`src/rtl/ram_port_arbiter.sv`:
```
// ram_port_arbiter
// Round-robin arbiter and access sequencer between two requesters (0: GB audio,
// 1: NES) and the DDR controller's SRAM-style port. One access is in flight at
// a time. The block drives the active-low strobes for the required number of
// cycles, synchronises the controller's data_valid, returns read data, and
// aborts a read whose data_valid never arrives.
`timescale 1ns/1ps

module ram_port_arbiter #(
    parameter int ADDR_W         = 26,
    parameter int DATA_W         = 64,
    parameter int WR_CYCLES      = 16,
    parameter int RD_TIMEOUT     = 1024,
    parameter int RECOVER_CYCLES = 2
) (
    input  logic                  clk,
    input  logic                  cpu_resetn,
    input  logic [1:0]            req_valid,
    output logic [1:0]            req_ready,
    input  logic [1:0]            req_we,
    input  logic [2*ADDR_W-1:0]   req_addr,
    input  logic [2*DATA_W-1:0]   req_wdata,
    output logic [1:0]            rsp_valid,
    output logic [DATA_W-1:0]     rsp_rdata,
    output logic [ADDR_W-1:0]     ram_a,
    output logic [DATA_W-1:0]     ram_dq_i,
    input  logic [DATA_W-1:0]     ram_dq_o,
    output logic                  ram_cen_n,
    output logic                  ram_oen_n,
    output logic                  ram_wen_n,
    input  logic                  ram_data_valid,
    output logic                  busy,
    output logic                  err_timeout
);

    // One counter serves every timed state, so it is sized for the longest one.
    localparam int CNT_MAX_WR_RD = (WR_CYCLES > RD_TIMEOUT) ? WR_CYCLES : RD_TIMEOUT;
    localparam int CNT_MAX       = (CNT_MAX_WR_RD > RECOVER_CYCLES) ? CNT_MAX_WR_RD : RECOVER_CYCLES;
    localparam int CNT_W         = $clog2(CNT_MAX + 1);

    // Terminal counts. The write hold is WR_CYCLES including the ISSUE cycle,
    // so WR_HOLD itself lasts WR_CYCLES-1 cycles (counter 0 .. WR_CYCLES-2).
    localparam logic [CNT_W-1:0] WR_LAST = CNT_W'((WR_CYCLES >= 2) ? (WR_CYCLES - 2) : 0);
    localparam logic [CNT_W-1:0] RD_LAST = CNT_W'(RD_TIMEOUT - 1);
    localparam logic [CNT_W-1:0] RC_LAST = CNT_W'(RECOVER_CYCLES - 1);
    localparam logic [CNT_W-1:0] CNT_SAT = {CNT_W{1'b1}};

    typedef enum logic [2:0] {
        ST_IDLE    = 3'd0,
        ST_ISSUE   = 3'd1,
        ST_WR_HOLD = 3'd2,
        ST_RD_WAIT = 3'd3,
        ST_RECOVER = 3'd4
    } state_t;

    state_t              state_r;
    logic [CNT_W-1:0]    cnt_r;
    logic [CNT_W-1:0]    cnt_inc_s;
    logic                last_grant_r;
    logic                gnt_r;
    logic                we_r;
    logic                dv_d1_r;
    logic                dv_d2_r;
    logic                dv_rise_s;
    logic                grant_s;
    logic [ADDR_W-1:0]   addr_sel_s;
    logic [DATA_W-1:0]   wdata_sel_s;
    logic                we_sel_s;
    logic [1:0]          gnt_onehot_s;

    // Arbitration, handshake, payload selection and status decode.
    always_comb begin
        grant_s      = 1'b0;
        req_ready    = 2'b00;
        addr_sel_s   = {ADDR_W{1'b0}};
        wdata_sel_s  = {DATA_W{1'b0}};
        we_sel_s     = 1'b0;
        case (req_valid)
            2'b01:   grant_s = 1'b0;
            2'b10:   grant_s = 1'b1;
            2'b11:   grant_s = ~last_grant_r;
            default: grant_s = 1'b0;
        endcase
        if (state_r == ST_IDLE) begin
            req_ready = req_valid & (grant_s ? 2'b10 : 2'b01);
        end else begin
            req_ready = 2'b00;
        end
        if (grant_s) begin
            addr_sel_s  = req_addr[2*ADDR_W-1:ADDR_W];
            wdata_sel_s = req_wdata[2*DATA_W-1:DATA_W];
            we_sel_s    = req_we[1];
        end else begin
            addr_sel_s  = req_addr[ADDR_W-1:0];
            wdata_sel_s = req_wdata[DATA_W-1:0];
            we_sel_s    = req_we[0];
        end
        busy         = (state_r != ST_IDLE);
        gnt_onehot_s = gnt_r ? 2'b10 : 2'b01;
        dv_rise_s    = dv_d1_r & ~dv_d2_r;
        cnt_inc_s    = (cnt_r == CNT_SAT) ? cnt_r : (cnt_r + CNT_W'(1));
    end

    // Two-flop synchroniser for the controller's data_valid (200 MHz domain).
    always_ff @(posedge clk or negedge cpu_resetn) begin
        if (!cpu_resetn) begin
            dv_d1_r <= 1'b0;
            dv_d2_r <= 1'b0;
        end else begin
            dv_d1_r <= ram_data_valid;
            dv_d2_r <= dv_d1_r;
        end
    end

    // Access sequencer: state, counter, strobes, latched request and response.
    always_ff @(posedge clk or negedge cpu_resetn) begin
        if (!cpu_resetn) begin
            state_r      <= ST_IDLE;
            cnt_r        <= {CNT_W{1'b0}};
            last_grant_r <= 1'b1;
            gnt_r        <= 1'b0;
            we_r         <= 1'b0;
            ram_a        <= {ADDR_W{1'b0}};
            ram_dq_i     <= {DATA_W{1'b0}};
            ram_cen_n    <= 1'b1;
            ram_oen_n    <= 1'b1;
            ram_wen_n    <= 1'b1;
            rsp_valid    <= 2'b00;
            rsp_rdata    <= {DATA_W{1'b0}};
            err_timeout  <= 1'b0;
        end else begin
            rsp_valid   <= 2'b00;
            err_timeout <= 1'b0;
            case (state_r)
                ST_IDLE: begin
                    if (|req_ready) begin
                        ram_a        <= addr_sel_s;
                        ram_dq_i     <= wdata_sel_s;
                        we_r         <= we_sel_s;
                        gnt_r        <= grant_s;
                        last_grant_r <= grant_s;
                        ram_cen_n    <= 1'b0;
                        ram_wen_n    <= ~we_sel_s;
                        ram_oen_n    <= we_sel_s;
                        cnt_r        <= {CNT_W{1'b0}};
                        state_r      <= ST_ISSUE;
                    end else begin
                        state_r <= ST_IDLE;
                    end
                end
                ST_ISSUE: begin
                    cnt_r <= {CNT_W{1'b0}};
                    if (we_r) begin
                        if (WR_CYCLES <= 1) begin
                            ram_cen_n <= 1'b1;
                            ram_oen_n <= 1'b1;
                            ram_wen_n <= 1'b1;
                            state_r   <= ST_RECOVER;
                        end else begin
                            state_r <= ST_WR_HOLD;
                        end
                    end else begin
                        state_r <= ST_RD_WAIT;
                    end
                end
                ST_WR_HOLD: begin
                    if (cnt_r == WR_LAST) begin
                        ram_cen_n <= 1'b1;
                        ram_oen_n <= 1'b1;
                        ram_wen_n <= 1'b1;
                        cnt_r     <= {CNT_W{1'b0}};
                        state_r   <= ST_RECOVER;
                    end else begin
                        cnt_r <= cnt_inc_s;
                    end
                end
                ST_RD_WAIT: begin
                    // Data takes priority over a coincident timeout.
                    if (dv_rise_s) begin
                        rsp_rdata <= ram_dq_o;
                        rsp_valid <= gnt_onehot_s;
                        ram_cen_n <= 1'b1;
                        ram_oen_n <= 1'b1;
                        ram_wen_n <= 1'b1;
                        cnt_r     <= {CNT_W{1'b0}};
                        state_r   <= ST_RECOVER;
                    end else if (cnt_r == RD_LAST) begin
                        rsp_rdata   <= {DATA_W{1'b0}};
                        rsp_valid   <= gnt_onehot_s;
                        err_timeout <= 1'b1;
                        ram_cen_n   <= 1'b1;
                        ram_oen_n   <= 1'b1;
                        ram_wen_n   <= 1'b1;
                        cnt_r       <= {CNT_W{1'b0}};
                        state_r     <= ST_RECOVER;
                    end else begin
                        cnt_r <= cnt_inc_s;
                    end
                end
                ST_RECOVER: begin
                    if (cnt_r == RC_LAST) begin
                        cnt_r   <= {CNT_W{1'b0}};
                        state_r <= ST_IDLE;
                    end else begin
                        cnt_r <= cnt_inc_s;
                    end
                end
                default: begin
                    ram_cen_n <= 1'b1;
                    ram_oen_n <= 1'b1;
                    ram_wen_n <= 1'b1;
                    cnt_r     <= {CNT_W{1'b0}};
                    state_r   <= ST_IDLE;
                end
            endcase
        end
    end

endmodule
```
`config.mk`:
```
export PLATFORM = sky130hd
export DESIGN_NAME = ram_port_arbiter
export DESIGN_NICKNAME = d
export VERILOG_FILES = /design/src/rtl/ram_port_arbiter.sv
export SDC_FILE = /design/constraint.sdc
export NUM_CORES = 1
export LEC_CHECK = 0
export BUFFER_PORTS_ARGS = -buffer_cell sky130_fd_sc_hd__buf_2
export CORE_AREA = 2 2 162 164
export CTS_CLUSTER_SIZE = 28
export DETAILED_ROUTE_END_ITERATION = 10
export DIE_AREA = 0 0 164 166
export GPL_TIMING_DRIVEN = 1
export REMOVE_ABC_BUFFERS = 1
export SLEW_MARGIN = 10
export SYNTH_ARGS = -nofsm -noshare
export SYNTH_HDL_FRONTEND = slang
export SYNTH_SLANG_ARGS = --single-unit
```
`constraint.sdc`:
```
create_clock -name clk -period 5.15 [get_ports clk]
set_clock_uncertainty 0.1 [all_clocks]
set_input_delay 0.515 -clock clk [delete_from_list [all_inputs] [get_ports clk]]
set_output_delay 0.515 -clock clk [all_outputs]
set_load 0.01 [all_outputs]
```
### After elaboration in Yosys (flattened, before gate mapping)

Cells that the tools add are included.
Widths: inputs -> output; s select.

| word-level totals | value |
|---|---|
| flip-flop bits (word level) | 179 |
| output and inout bits | 163 |
| input bits | 251 |

| cells by class | value |
|---|---|
| reduce and logical (&&, ||, !) cells | 9 |
| bitwise logic cells | 6 |
| multiplexer cells | 38 |
| add/sub/neg operators | 1 |
| eq/ne operators | 14 |

Operators with widths:

| operator | number |
|---|---|
| $mux 64 | 3 |
| $mux 11 | 6 |
| $pmux 11 s4 | 1 |
| $mux 26 | 1 |
| $pmux 3 s5 | 1 |
| $mux 1 | 12 |
| $mux 2 | 6 |
| $mux 3 | 4 |
| $pmux 1 s4 | 3 |
| $add 11x1->11 const B | 1 |
| $eq 11x1->1 const B | 1 |
| $eq 11x10->1 const B | 1 |
| $eq 11x11->1 const B | 1 |
| $eq 11x4->1 const B | 1 |
| $eq 3x2->1 const B | 2 |
| $eq 2x2->1 const B | 2 |
| $ne 2x2->1 const B | 2 |
| $not 1->1 | 4 |
| $reduce_and 2->1 | 2 |
| $reduce_and 4->1 | 1 |
| $reduce_or 2->1 | 2 |
| $eq 3x1->1 const B | 1 |
| $eq 3x3->1 const B | 1 |
| $logic_not 3->1 | 1 |
| other kinds (8) | 8 |

### Logic depth before layout (Yosys ltp)

| depth | value |
|---|---|
| depth in word-level cells | 8 |
| mapped depth | 8 |

### Worst setup path before layout

No wires, ideal clock.

| timing | value |
|---|---|
| path kind | register -> register |
| start point | reg cnt_r[0] |
| end point | reg cnt_r[2] |
| library setup time | 119 ps |
| clock period less this slack | 2258 ps |
| arrival time | 2040 ps |
| data required time | 4931 ps |
| path slack | 2892 ps |
| stages on the path, launching flop included | 7 |
| cell sequence | dfrtp_1 > ha_1 > nand4_4 > or4_4 > a221oi_2 > o21ai_0 > a21o_2 |

| between the ends | value |
|---|---|
| cells in the longest elaborated chain, start to end | 5 |
| elaborated cells between the ends (all ways) | 11 |
| those cells by class | add/sub (1); eq/ne (4); mux (6) |

RTL lines:

| item | line | source |
|---|---|---|
| from (decl) | 57 | `logic [CNT_W-1:0] cnt_r;` |
| from (signal assigned) | 119 | `cnt_r <= {CNT_W{1'b0}};` |
| from (signal assigned) | 145 | `cnt_r <= {CNT_W{1'b0}};` |
| from (signal assigned) | 152 | `cnt_r <= {CNT_W{1'b0}};` |
| $add 11x1->11 or $eq 11x11->1 (tied branches) | 101 | `cnt_inc_s = (cnt_r == CNT_SAT) ? cnt_r : (cnt_r + CNT_W'(1));` |
| $mux 11 | 101 |  |
| $mux 11 | 187 | `end else if (cnt_r == RD_LAST) begin` |
| $mux 11 | 179 | `if (dv_rise_s) begin` |
| $pmux 11 s4 (*) | 134 | `case (state_r)` |

Mark *: on every way between the ends. The rest lies on a longest branch, timed or not.
A chain may end at the register's enable or synchronous reset.

### Worst setup path after layout

| timing | value |
|---|---|
| start point | reg state_r[2] |
| end point | reg ram_dq_i[17] |

| between the ends | value |
|---|---|
| cells in the longest elaborated chain, start to end | 4 |

RTL lines:

| item | line | source |
|---|---|---|
| from (decl) | 56 | `state_t state_r;` |
| from (signal assigned) | 118 | `state_r <= ST_IDLE;` |
| from (signal assigned) | 146 | `state_r <= ST_ISSUE;` |
| from (signal assigned) | 148 | `state_r <= ST_IDLE;` |
| $logic_not 3->1 (*) | 84, 134 |  |
| $mux 2 | 84 | `if (state_r == ST_IDLE) begin` |
| $reduce_or 2->1 | 136 | `if (\|req_ready) begin` |
| $reduce_and 2->1 (no line) (*) | n/a |  |
| to (signal assigned) | 124 | `ram_dq_i <= {DATA_W{1'b0}};` |
| to (signal assigned) | 138 | `ram_dq_i <= wdata_sel_s;` |
| to (decl) | 26 | `output logic [DATA_W-1:0] ram_dq_i,` |

Marked as above.

==> metrics.txt <==
min-delay worst type input pin to register; TritonCTS clock tree built; CP Capture Type register; vias per std cell ~4.6; Peak VDD IR approximately 0.28 mV; DP HPWL between 15000 and 20000 um; final net count 1320; GPL Wtd Cong approximately 0.79; clock tree buffer depth 2; num ports roughly 410; crit path max fanout between 100 and 150; placed cell area around 10000 um2; power density over the cells approximately 580 nW/um2; CP cell instances nor3_1 -> inv_1 -> nor2_4 -> buf_4 -> nor2_1 -> a21oi_1; Post-synth EDFFs 0; Worst Tran Pin Value between 1 and 1.5 ns; Die ar. 27200 um2; initial antenna violation count 1; Finished Cell Area roughly 11000 um2; Seq/Total Area, Yosys about three fifths; CP required between 5 and 6 ns; Core Region 25600 um2; P_sw about 2.4 mW; GRT Residual Overflow 0; outcome finished clean; CTS-repair resized insts 0; initial drt markers ~340; commonest cells after routing, fill and taps aside buf_2 (412), dfrtp_1 (175), nor2_1 (105); clock power share 20.9%; asr flop ratio synth 100%; Hold Fails Final Rpt 0; Num CTS Buffers 17; startpoint class of the critical path register; share of layout cells above drive strength 1 a little over two fifths; CTS Root Cell clkbuf_16; Cells after Synth between 600 and 700; most common cell after layout, fill and taps aside buf_2; Seq pwr share between 30% and 40%; Max Clk Rate around 350 MHz; largest stage delay on the critical path approximately 0.87 ns; main flop type after synthesis dfrtp_1; Final Slew Violations 0; CP arrival 3.12 ns; max-cap violations 0; clk sink count 179; postcts setup bufs 0; sw frac 38.0%; CTS clk-pin slew, worst paths 0.07 ns; drt wl/cell 15.9 um; Tmin final between 2 and 3 ns; DRC 0; Crit Path Class register to register; CP max-delay cell buf_4; Rel. slew slack about 28%; die width approximately 160 um; first drt pass iteration count 4; Port-buffer cells 413; Setup Viol. Count Final 0; post-synthesis cell area 7700 um2; RSZ-0062 raised after global routing no; Routed WL about 23000 um; Clock Latency Late Sink around 0.42 ns; H-tree Lvls 4; Pleak roughly 5.4 nW; pin count of the biggest net entering global routing 117; # rows 59; combinational share of power 39.9%; first-pass GRT wire length between 30000 and 40000 um; Ys Warns 0; P_int approximately 3.8 mW; initial core utilization 30.1%; GRT Total Usage 16.0%; vias in the first global route about 6600; synthesized area per cell between 10 and 15 um2; DIE HEIGHT 166 um; total power 6.21 mW; count of cell types in the netlist 53; Tcrit/Tclk final between 50% and 60%; area grow syn2layout 38.3%; Seq cells post-synth approximately 180; Vias between 6000 and 7000; DRT antenna net count 0
==> final timing paths <==
path / startpoint / to / slack [ns] / cells past startpoint
worst min-delay path: ram_data_valid / dv_d1_r$_DFF_PN0_ / 0.10 / 1
min in group asynchronous: cpu_resetn / ram_a[16]$_DFFE_PN0P_ / 0.55 / 2
max in group asynchronous: cpu_resetn / rsp_rdata[36]$_DFFE_PN0P_ / 3.04 / 3
worst max-delay path: state_r[2]$_DFFE_PN0P_ / ram_dq_i[17]$_DFFE_PN0P_ / 2.27 / 6
worst min register to register: dv_d1_r$_DFF_PN0_ / dv_d2_r$_DFF_PN0_ / 0.29 / 0
worst max register to register: state_r[2]$_DFFE_PN0P_ / ram_dq_i[17]$_DFFE_PN0P_ / 2.27 / 6
==> repair_timing <==
action | in CTS | in global routing
hold endpoints to repair | 8 | 0
hold buffers | 1 | 0
endpoints found under the setup margin | 0 | 0
==> cell families (layout without fill, tap and decap cells) <==
group	Yosys count	in the layout	share of synthesized area, %
compound gates	193	193	16.5
flops	179	179	58.2
simple gates	151	151	8.92
mux	92	92	12.1
buf+inv	53	457	3.33
xor+xnor	4	4	0.455
fa+ha+maj	3	3	0.487
other cells	0	1	0
==> per-stage QoR <==
step,instances,worst slack (ns),setup TNS [ns],hold WS (ns),util (%)
6_report,1415,2.27,0,0.100,41.6
2_1_floorplan,626,-2.85,-256.94,0.119,-
5_1_grt,1415,1.85,0,0.0774,41.6
3_3_place_gp,1381,2.42,0,0.274,39.2
4_1_cts,1414,2.28,0,0.0739,41.6
3_5_place_dp,1381,2.32,0,0.284,39.2
==> cell usage after synthesis, types with 2 or more instances <==
library cell / n / share of area [%]
nand3_1: 6 / 0.39
dfstp_2: 4 / 1.4
mux2i_1: 91 / 12
nor2_1: 106 / 5.2
dfrtp_1: 175 / 57
inv_1: 4 / 0.19
or3_1: 2 / 0.16
a22o_1: 64 / 7.3
nor3_1: 5 / 0.32
nor2b_1: 2 / 0.16
xnor2_1: 4 / 0.45
ha_1: 3 / 0.49
clkbuf_1: 26 / 1.3
o21a_1: 2 / 0.19
o21ai_0: 9 / 0.58
nor4_1: 2 / 0.16
buf_1: 4 / 0.19
nand2_1: 10 / 0.49
nor3b_1: 3 / 0.29
buf_2: 13 / 0.84
a21oi_1: 104 / 6.8
buf_6: 5 / 0.73
==> cell type report <==
cell class                 count  area (um2)
antenna                        1        2.50
clock buffer                  17         425
clock inverter                15         168
fill                        2519       15000
inverter                       4        15.0
multi-input combinational    443        2990
sequential                   179        4480
tap                          335         419
timing repair buffer         421        2150
==> critical path, delay by kind of cell, from the launching register on <==
| family | cells | cell delay, ns |
|---|---|---|
| simple gates | 3 | 0.88 |
| buf+inv | 2 | 1.09 |
| flops | 1 | 0.50 |
| compound gates | 1 | 0.15 |
==> power groups by stage <==
stage | logic, mW | registers [mW] | clock network, mW
floorplan | 1.26 | 2.74 | 0
global placement | 2.45 | 2.45 | 0
detailed placement | 2.52 | 2.44 | 0
CTS | 2.51 | 2.44 | 1.35
global route | 2.74 | 2.52 | 1.41
finish | 2.48 | 2.43 | 1.30
==> state kept, by name, summed over array words and instances, names as in the netlist, 2 cells and up <==
| name | cells |
|---|---|
| cnt_r | 11 |
| ram_a | 26 |
| ram_dq_i | 64 |
| rsp_rdata | 64 |
| rsp_valid | 2 |
| state_r | 3 |
==> metal layers <==
metal	track usage (%)	vias to the layer above	share of wire, %	wire, um
li1	-	3219	-	-
met1	19.9	3067	41	9350
met2	27.0	267	49	11100
met3	4.07	24	7.6	1710
met4	5.38	0	1.8	414
met5	0	-	0	0
Power figures use the tool's default switching activity.
